$ cat src/rtl/psum_accum_relu_pkg.sv
// Shared widths for the partial-sum / write-back path.
// NUM_DATA_LEN and ACC_GUARD_BITS match the num_data.v macros so ACC_W stays consistent downstream.
`ifndef NUM_DATA_LEN
`define NUM_DATA_LEN 16
`endif
`ifndef ACC_GUARD_BITS
`define ACC_GUARD_BITS 4
`endif

package psum_accum_relu_pkg;
  localparam int DATA_LEN  = `NUM_DATA_LEN;
  localparam int ACC_GUARD = `ACC_GUARD_BITS;
  localparam int ACC_W     = DATA_LEN + ACC_GUARD;
endpackage

$ cat src/rtl/psum_accum_relu_sat_relu.sv
// ReLU plus positive saturation of a signed accumulator down to a signed output width.
// Also used by the pooling/write-back stage.
module sat_relu
  import psum_accum_relu_pkg::*;
#(
  parameter int ACC_W_P = ACC_W,
  parameter int OUT_W   = DATA_LEN
) (
  input  logic signed [ACC_W_P-1:0] acc,
  output logic [OUT_W-1:0]          q
);

  // Largest positive value representable in OUT_W signed bits, at accumulator width.
  localparam logic signed [ACC_W_P-1:0] POS_MAX =
    {{(ACC_W_P-OUT_W+1){1'b0}}, {(OUT_W-1){1'b1}}};

  always_comb begin
    q = acc[OUT_W-1:0];
    if (acc[ACC_W_P-1]) begin
      q = '0;
    end else if (acc > POS_MAX) begin
      q = POS_MAX[OUT_W-1:0];
    end
  end

endmodule

$ cat src/rtl/psum_accum_relu.sv
// Accumulates NUM_PHASE partial dot products, adds a bias, then ReLU/saturates
// the sum into a one-cycle result pulse for the feature-map write-back stage.
module psum_accum_relu
  import psum_accum_relu_pkg::*;
#(
  parameter int                          NUM_PHASE = 5,
  parameter logic signed [DATA_LEN-1:0]  BIAS      = '0,
  parameter int                          GUARD     = ACC_GUARD
) (
  input  logic                clk,
  input  logic                rst_n,
  input  logic                clear,
  input  logic                in_valid,
  input  logic [DATA_LEN-1:0] in_d,
  output logic                busy,
  output logic                out_valid,
  output logic [DATA_LEN-1:0] q
);

  localparam int        AW         = DATA_LEN + GUARD;
  localparam logic [3:0] LAST_PHASE = 4'(NUM_PHASE);

  typedef enum logic [1:0] {IDLE, ACCUM, FINAL, OUT} state_t;

  state_t                 state;
  logic [3:0]             cnt;
  logic [3:0]             cnt_inc;
  logic                   in_valid_d;
  logic                   take;
  logic signed [AW-1:0]   acc;
  logic signed [AW-1:0]   in_ext;
  logic signed [AW-1:0]   bias_ext;
  logic [DATA_LEN-1:0]    sat_q;

  // Upstream may hold in_valid for several cycles; only its rising edge is a new partial.
  assign take     = in_valid & ~in_valid_d;
  assign cnt_inc  = cnt + 4'd1;
  assign in_ext   = AW'($signed(in_d));
  assign bias_ext = AW'(BIAS);
  assign busy     = (state == ACCUM);

  sat_relu #(
    .ACC_W_P (AW),
    .OUT_W   (DATA_LEN)
  ) u_sat_relu (
    .acc (acc),
    .q   (sat_q)
  );

  always_ff @(posedge clk or negedge rst_n) begin
    if (!rst_n) begin
      acc        <= '0;
      cnt        <= '0;
      state      <= IDLE;
      in_valid_d <= 1'b0;
      out_valid  <= 1'b0;
      q          <= '0;
    end else begin
      in_valid_d <= in_valid;
      out_valid  <= 1'b0;
      // clear wins over everything, including a partial arriving this cycle; q is kept.
      if (clear) begin
        acc   <= '0;
        cnt   <= '0;
        state <= IDLE;
      end else begin
        case (state)
          IDLE: begin
            if (take) begin
              acc   <= in_ext;
              cnt   <= 4'd1;
              state <= (NUM_PHASE == 1) ? FINAL : ACCUM;
            end
          end
          ACCUM: begin
            if (take) begin
              acc <= acc + in_ext;
              cnt <= cnt_inc;
              if (cnt_inc == LAST_PHASE) begin
                state <= FINAL;
              end
            end
          end
          FINAL: begin
            acc   <= acc + bias_ext;
            state <= OUT;
          end
          OUT: begin
            q         <= sat_q;
            out_valid <= 1'b1;
            acc       <= '0;
            cnt       <= '0;
            state     <= IDLE;
          end
          default: state <= IDLE;
        endcase
      end
    end
  end

endmodule

$ cat config.mk
export PLATFORM = sky130hd
export DESIGN_NAME = psum_accum_relu
export DESIGN_NICKNAME = d
export VERILOG_FILES = /design/src/rtl/psum_accum_relu_pkg.sv /design/src/rtl/psum_accum_relu_sat_relu.sv /design/src/rtl/psum_accum_relu.sv
export SDC_FILE = /design/constraint.sdc
export NUM_CORES = 1
export LEC_CHECK = 0
export BUFFER_PORTS_ARGS = -buffer_cell sky130_fd_sc_hd__buf_2
export CAP_MARGIN = 20
export CORE_UTILIZATION = 60
export CTS_BUF_LIST = sky130_fd_sc_hd__clkbuf_4
export DETAILED_ROUTE_END_ITERATION = 8
export PLACE_DENSITY = 0.82
export SLEW_MARGIN = 20
export SYNTH_ARGS = -nofsm -noshare
export SYNTH_HDL_FRONTEND = slang
export SYNTH_SLANG_ARGS = --single-unit
export TNS_END_PERCENT = 1
$ cat constraint.sdc
create_clock -name clk -period 3.1 [get_ports clk]
set_clock_uncertainty 0.2 [all_clocks]
set_input_delay 0.62 -clock clk [delete_from_list [all_inputs] [get_ports clk]]
set_output_delay 0.62 -clock clk [all_outputs]
set_load 0.01 [all_outputs]
# == Word-level counts from Yosys, hierarchy flattened ==
# Index checks and enable logic that the tools add are counted.
# op_classes
add_sub_neg,2
magnitude_cmp,1
eq_ne,8
mux,17
n_bitwise,3
reduce_logical,6
# op_table
cell,n
$mux W20,3
$pmux W20 S3,1
$mux W16,2
$add A20 B16 Y20,1
$gt A20 B16 Y1 const B,1
$mux W4,3
$pmux W4 S3,1
$reduce_and A3 Y1,3
$mux W2,4
$pmux W2 S4,1
$ne A3 B2 Y1 const B,2
$add A4 B1 Y4 const B,1
$eq A2 B2 Y1 const B,2
$eq A4 B3 Y1 const B,1
$reduce_bool A4 Y1,1
$ne A3 B3 Y1 const B,1
$eq A2 B1 Y1 const B,1
$logic_not A2 Y1,1
$mux W1,2
$ne A2 B2 Y1 const B,1
$not A1 Y1,2
$reduce_and A2 Y1,1
$and A1 B1 Y1,1
# word_totals
ff_bits,44
input_bits,20
out_inout_bits,18
elab_cells,43

# == Longest topological paths before layout ==
# logic_depth
depth_word,6
depth_mapped,9
ltp_nobuf,9

# == By module ==
# From an unflattened synthesis, not the netlist that was laid out.
# unflattened
cells_unflattened,344
area_unflattened_um2,3095.5
# modules_own_cells
module,n_inst,cells_per_inst,area_per_inst_um2,seq_area_each_um2
psum_accum_relu,1,309,2916.5,1101.1
sat_relu,1,35,178.9,0.0

# == Worst setup path after synthesis ==
# Ideal clock, no wire load.
# synth_timing
path_type,input to register
start,input port in_d[0]
end,register acc[18]
setup_time_ns,0.123
t_arrival_ns,2.460
path_slack_ns,0.317
stages,9
n_path_buf,0
path_cell_list,ha_1 > fa_1 > a211oi_1 > o21ai_0 > nand2_1 > nor3_1 > o311ai_0 > mux2i_1 > nand2_1
# synth_between
elab_chain_len,4
# synth_rtl
element,line_no,text
start: declaration,psum_accum_relu.sv:14,"input logic [DATA_LEN-1:0] in_d,"
$add A20 B16 Y20,psum_accum_relu.sv:77,acc <= acc + in_ext;
$mux W20,psum_accum_relu.sv:76,if (take) begin
$pmux W20 S3,psum_accum_relu.sv:67,case (state)
$mux W20,psum_accum_relu.sv:62,if (clear) begin
end signal: assignment,psum_accum_relu.sv:70,acc <= in_ext;
end signal: assignment,psum_accum_relu.sv:77,
end signal: assignment,psum_accum_relu.sv:85,acc <= acc + bias_ext;
end: declaration,psum_accum_relu.sv:30,logic signed [AW-1:0] acc;
# Every way passes these cells. The select of a mux whose other input is x is not followed.
# A chain may end at the register's enable or synchronous reset.

# == Worst setup path after layout ==
# layout_timing
start,register acc[0]
end,register acc[16]
# layout_between
elab_chain_len,4
# layout_rtl
element,line_no
$add A20 B16 Y20,psum_accum_relu.sv:77
$mux W20,psum_accum_relu.sv:76
$pmux W20 S3,psum_accum_relu.sv:67
$mux W20,psum_accum_relu.sv:62
# Every way passes these cells. The select of a mux whose other input is x is not followed.

==> out/results.ini <==
[run_status]
status = finished clean

[clock_network]
cts_setup_buffers = 0
cts_hold_buf = 0
clk_pin_slew_ns = 0.15
cts_buffers = 5
ctsResizeCount = 0
cts_sinks = 44
clock_latency_ns = 0.37
cts-htree-levels = 2
cts_buffer_depth = 2
cts_tree = yes
cts_root_buf = clkbuf_4

[worst_setup_path]
r2r_cells = 9
end_kind = register
crit_fanout = 3
arrival_ns = 2.88
startpoint_type = register
critPathMaxStageDelay_ns = 0.42
required_ns = 3.21
crit_slowest_cell = dfrtp_1
worst-setup-path-type = reg2reg
worstReg2RegStart = acc[0]$_DFFE_PN0P_
r2r_setup_slack_ns = 0.32
worstReg2RegEnd = acc[16]$_DFFE_PN0P_
crit_top_cell = o21ai_0
cp_cell_sequence = ha_1 -> fa_1 -> a211oi_1 -> o21ai_0 -> a21boi_0 -> o21ai_0 -> a31oi_1 -> a211oi_1 -> o21ai_0

[yosys]
netlist-cell-type-count = 42
synthCells = 346
ys_async_sr_fraction = 1.00
synth_edf_count = 0
synth_area_per_cell_um2 = 8.69
syn_area_um2 = 3010
synth.area.top_cells = dfrtp_1 37%, ha_1 10%, nand2_1 7.0%
ys.warnings.count = 0
synth_top_cell_area_share = 0.366
synth_seq_cells = 44
ys_seq_area_frac = 0.366
synthFlopType = dfrtp_1
post-synth-top-area-cell = dfrtp_1
syn_nets = 392

[timing]
max_freq_ghz = 0.360
fin_tns_setup_ns = 0
rsz0062_at_grt = no
finalMaxSlewViolations = 0
fin_crit_ns = 2.78
worst_slack_ns = 0.322
worstMarginPinSlew_ns = 0.604
setup_viol = 0
relSlewSlack = 0.597
timing.final.crit_share = 0.896
hold_viol = 0

[global_routing]
grtUsageTotal = 0.264
grt_max_degree = 45
overflow = 0
busiest_layer = met2
grt_util_met2 = 0.434
met1_usage = 0.362
antenna_found_initial = 0
grt_pass1_vias = 2426
grt_pass1_wl_um = 10800
use_met3 = 0.0318

[layout]
drive_above_1_share = 0.154
area_delta_synth_final_pct = 11.3
final_nets = 428
num_antenna_cells = 0

[die]
num_rows = 25
initial_utilization = 0.628
core-area_um2 = 4790
dieArea_um2 = 5300
die_w_um = 72.8
ios = 38
dieHeight_um = 72.8

[pwr]
p_leak_nw = 1.64
finalPower_w = 0.00319
power_density_nw_per_um2 = 953
vdd_drop_max_mv = 0.544

[drt]
antenna_left = 0
drt-pass1-iter-count = 4
wl_per_cell_um = 14.6
drc = 0
vias_per_cell = 5.97
dr_total_vias = 2685
first_iter_violations = 215
routed_wl_um = 6590

[placed_design]
hpwlAfterDp_um = 4820
io_buffers = 37
dp_slack_ns = 0.00722
gp_congestion = 0.921

[min_path]
hold_class = in2async

[job]
drv_cap = 0

-- through the flow --
step | utilization | hold WS, ns | cell area, µm² | std cells
after floorplan | - | 0.124 | 3010 | 346
after global placement | 0.682 | 0.253 | 3270 | 442
after detailed placement | 0.682 | 0.261 | 3270 | 442
final | 0.700 | 0.0255 | 3350 | 450
after CTS | 0.699 | 0.165 | 3350 | 450
after global routing | 0.700 | 0.0656 | 3350 | 450
-- Yosys cell counts, types with 2 or more instances --
master	n
xor2_1	8
o21bai_1	5
ha_1	25
o221ai_1	8
a211oi_1	6
buf_4	5
o31ai_1	21
inv_1	10
dfrtp_1	44
a21oi_2	2
nor2b_1	2
nor3_1	10
a22oi_1	7
nand4_1	5
clkbuf_1	12
nand2b_1	6
nand2_1	56
a21o_1	9
o21ai_0	22
xnor2_1	7
nand3_1	3
a21oi_1	22
nor2_1	28
and3_1	3
mux2i_1	2
or4_1	2
-- cell usage in the layout (no fill, tap or decap), types with 7 or more instances in the layout --
| master | instances |
|---|---|
| a21o_1 | 9 |
| a21oi_1 | 21 |
| a22oi_1 | 7 |
| buf_2 | 36 |
| buf_4 | 10 |
| dfrtp_1 | 44 |
| ha_1 | 25 |
| inv_1 | 10 |
| nand2_1 | 56 |
| nor2_1 | 28 |
| nor3_1 | 10 |
| o21ai_0 | 22 |
| o221ai_1 | 8 |
| o31ai_1 | 21 |
| xnor2_1 | 7 |
| xor2_1 | 8 |
-- report_power, final --
group	switching [W]	total [W]	leakage (nW)	internal, W
clock	0.000207	0.000375	0.0428	0.000169
sequential	0.000201	0.00101	0.571	0.000806
combinational	0.00106	0.00181	1.02	0.000747
-- how the worst max path moves through the flow --
| stage | startpoint | end | slack (ns) | depth (start not counted) |
|---|---|---|---|---|
| after global placement | in_d[0] | acc[18]$_DFFE_PN0P_ | 0.09 | 10 |
| after CTS | acc[0]$_DFFE_PN0P_ | acc[18]$_DFFE_PN0P_ | 0.33 | 9 |
| final | acc[0]$_DFFE_PN0P_ | acc[16]$_DFFE_PN0P_ | 0.32 | 9 |
| after floorplan | in_d[0] | acc[18]$_DFFE_PN0P_ | 0.32 | 9 |
| after detailed placement | in_d[0] | acc[18]$_DFFE_PN0P_ | 0.007 | 10 |
| after global routing | acc[0]$_DFFE_PN0P_ | acc[16]$_DFFE_PN0P_ | 0.07 | 9 |
-- cells by family (layout without fill, tap and decap cells) --
logic type,after synthesis,count (layout),synth area share
buf+inv,27,64,0.0399
fa+ha+maj,26,26,0.111
simple gates,121,121,0.178
compound gates,111,111,0.255
flops,44,44,0.366
mux,2,2,0.00666
xor+xnor,15,15,0.0437
-- critical path, delay by kind of cell, from the launching register on --
| kind | cells | cell delay, ns |
|---|---|---|
| adders and majority gates | 2 | 0.60 |
| DFF | 1 | 0.42 |
| AOI/OAI and AO/OA | 7 | 1.49 |
-- layer usage --
metal	vias up	wire (µm)
li1	1330	-
met1	1269	3070
met2	73	3100
met3	13	312
met4	0	112
met5	-	0
-- cell type report --
type                            count  area, µm²
Inverter                           10       37.5
Clock inverter                      3       42.5
Tap cell                           67       83.8
Timing Repair Buffer               46        255
Fill cell                         401       1440
Multi-Input combinational cell    275       1790
Clock buffer                        5       37.5
Sequential cell                    44       1100
-- flip-flops by register name, indices dropped and copies added (netlist names) --
name and count:
out_valid 1, q 16, cnt 4, acc 20, in_valid_d 1, state 2
(Power assumes the default switching activity.)
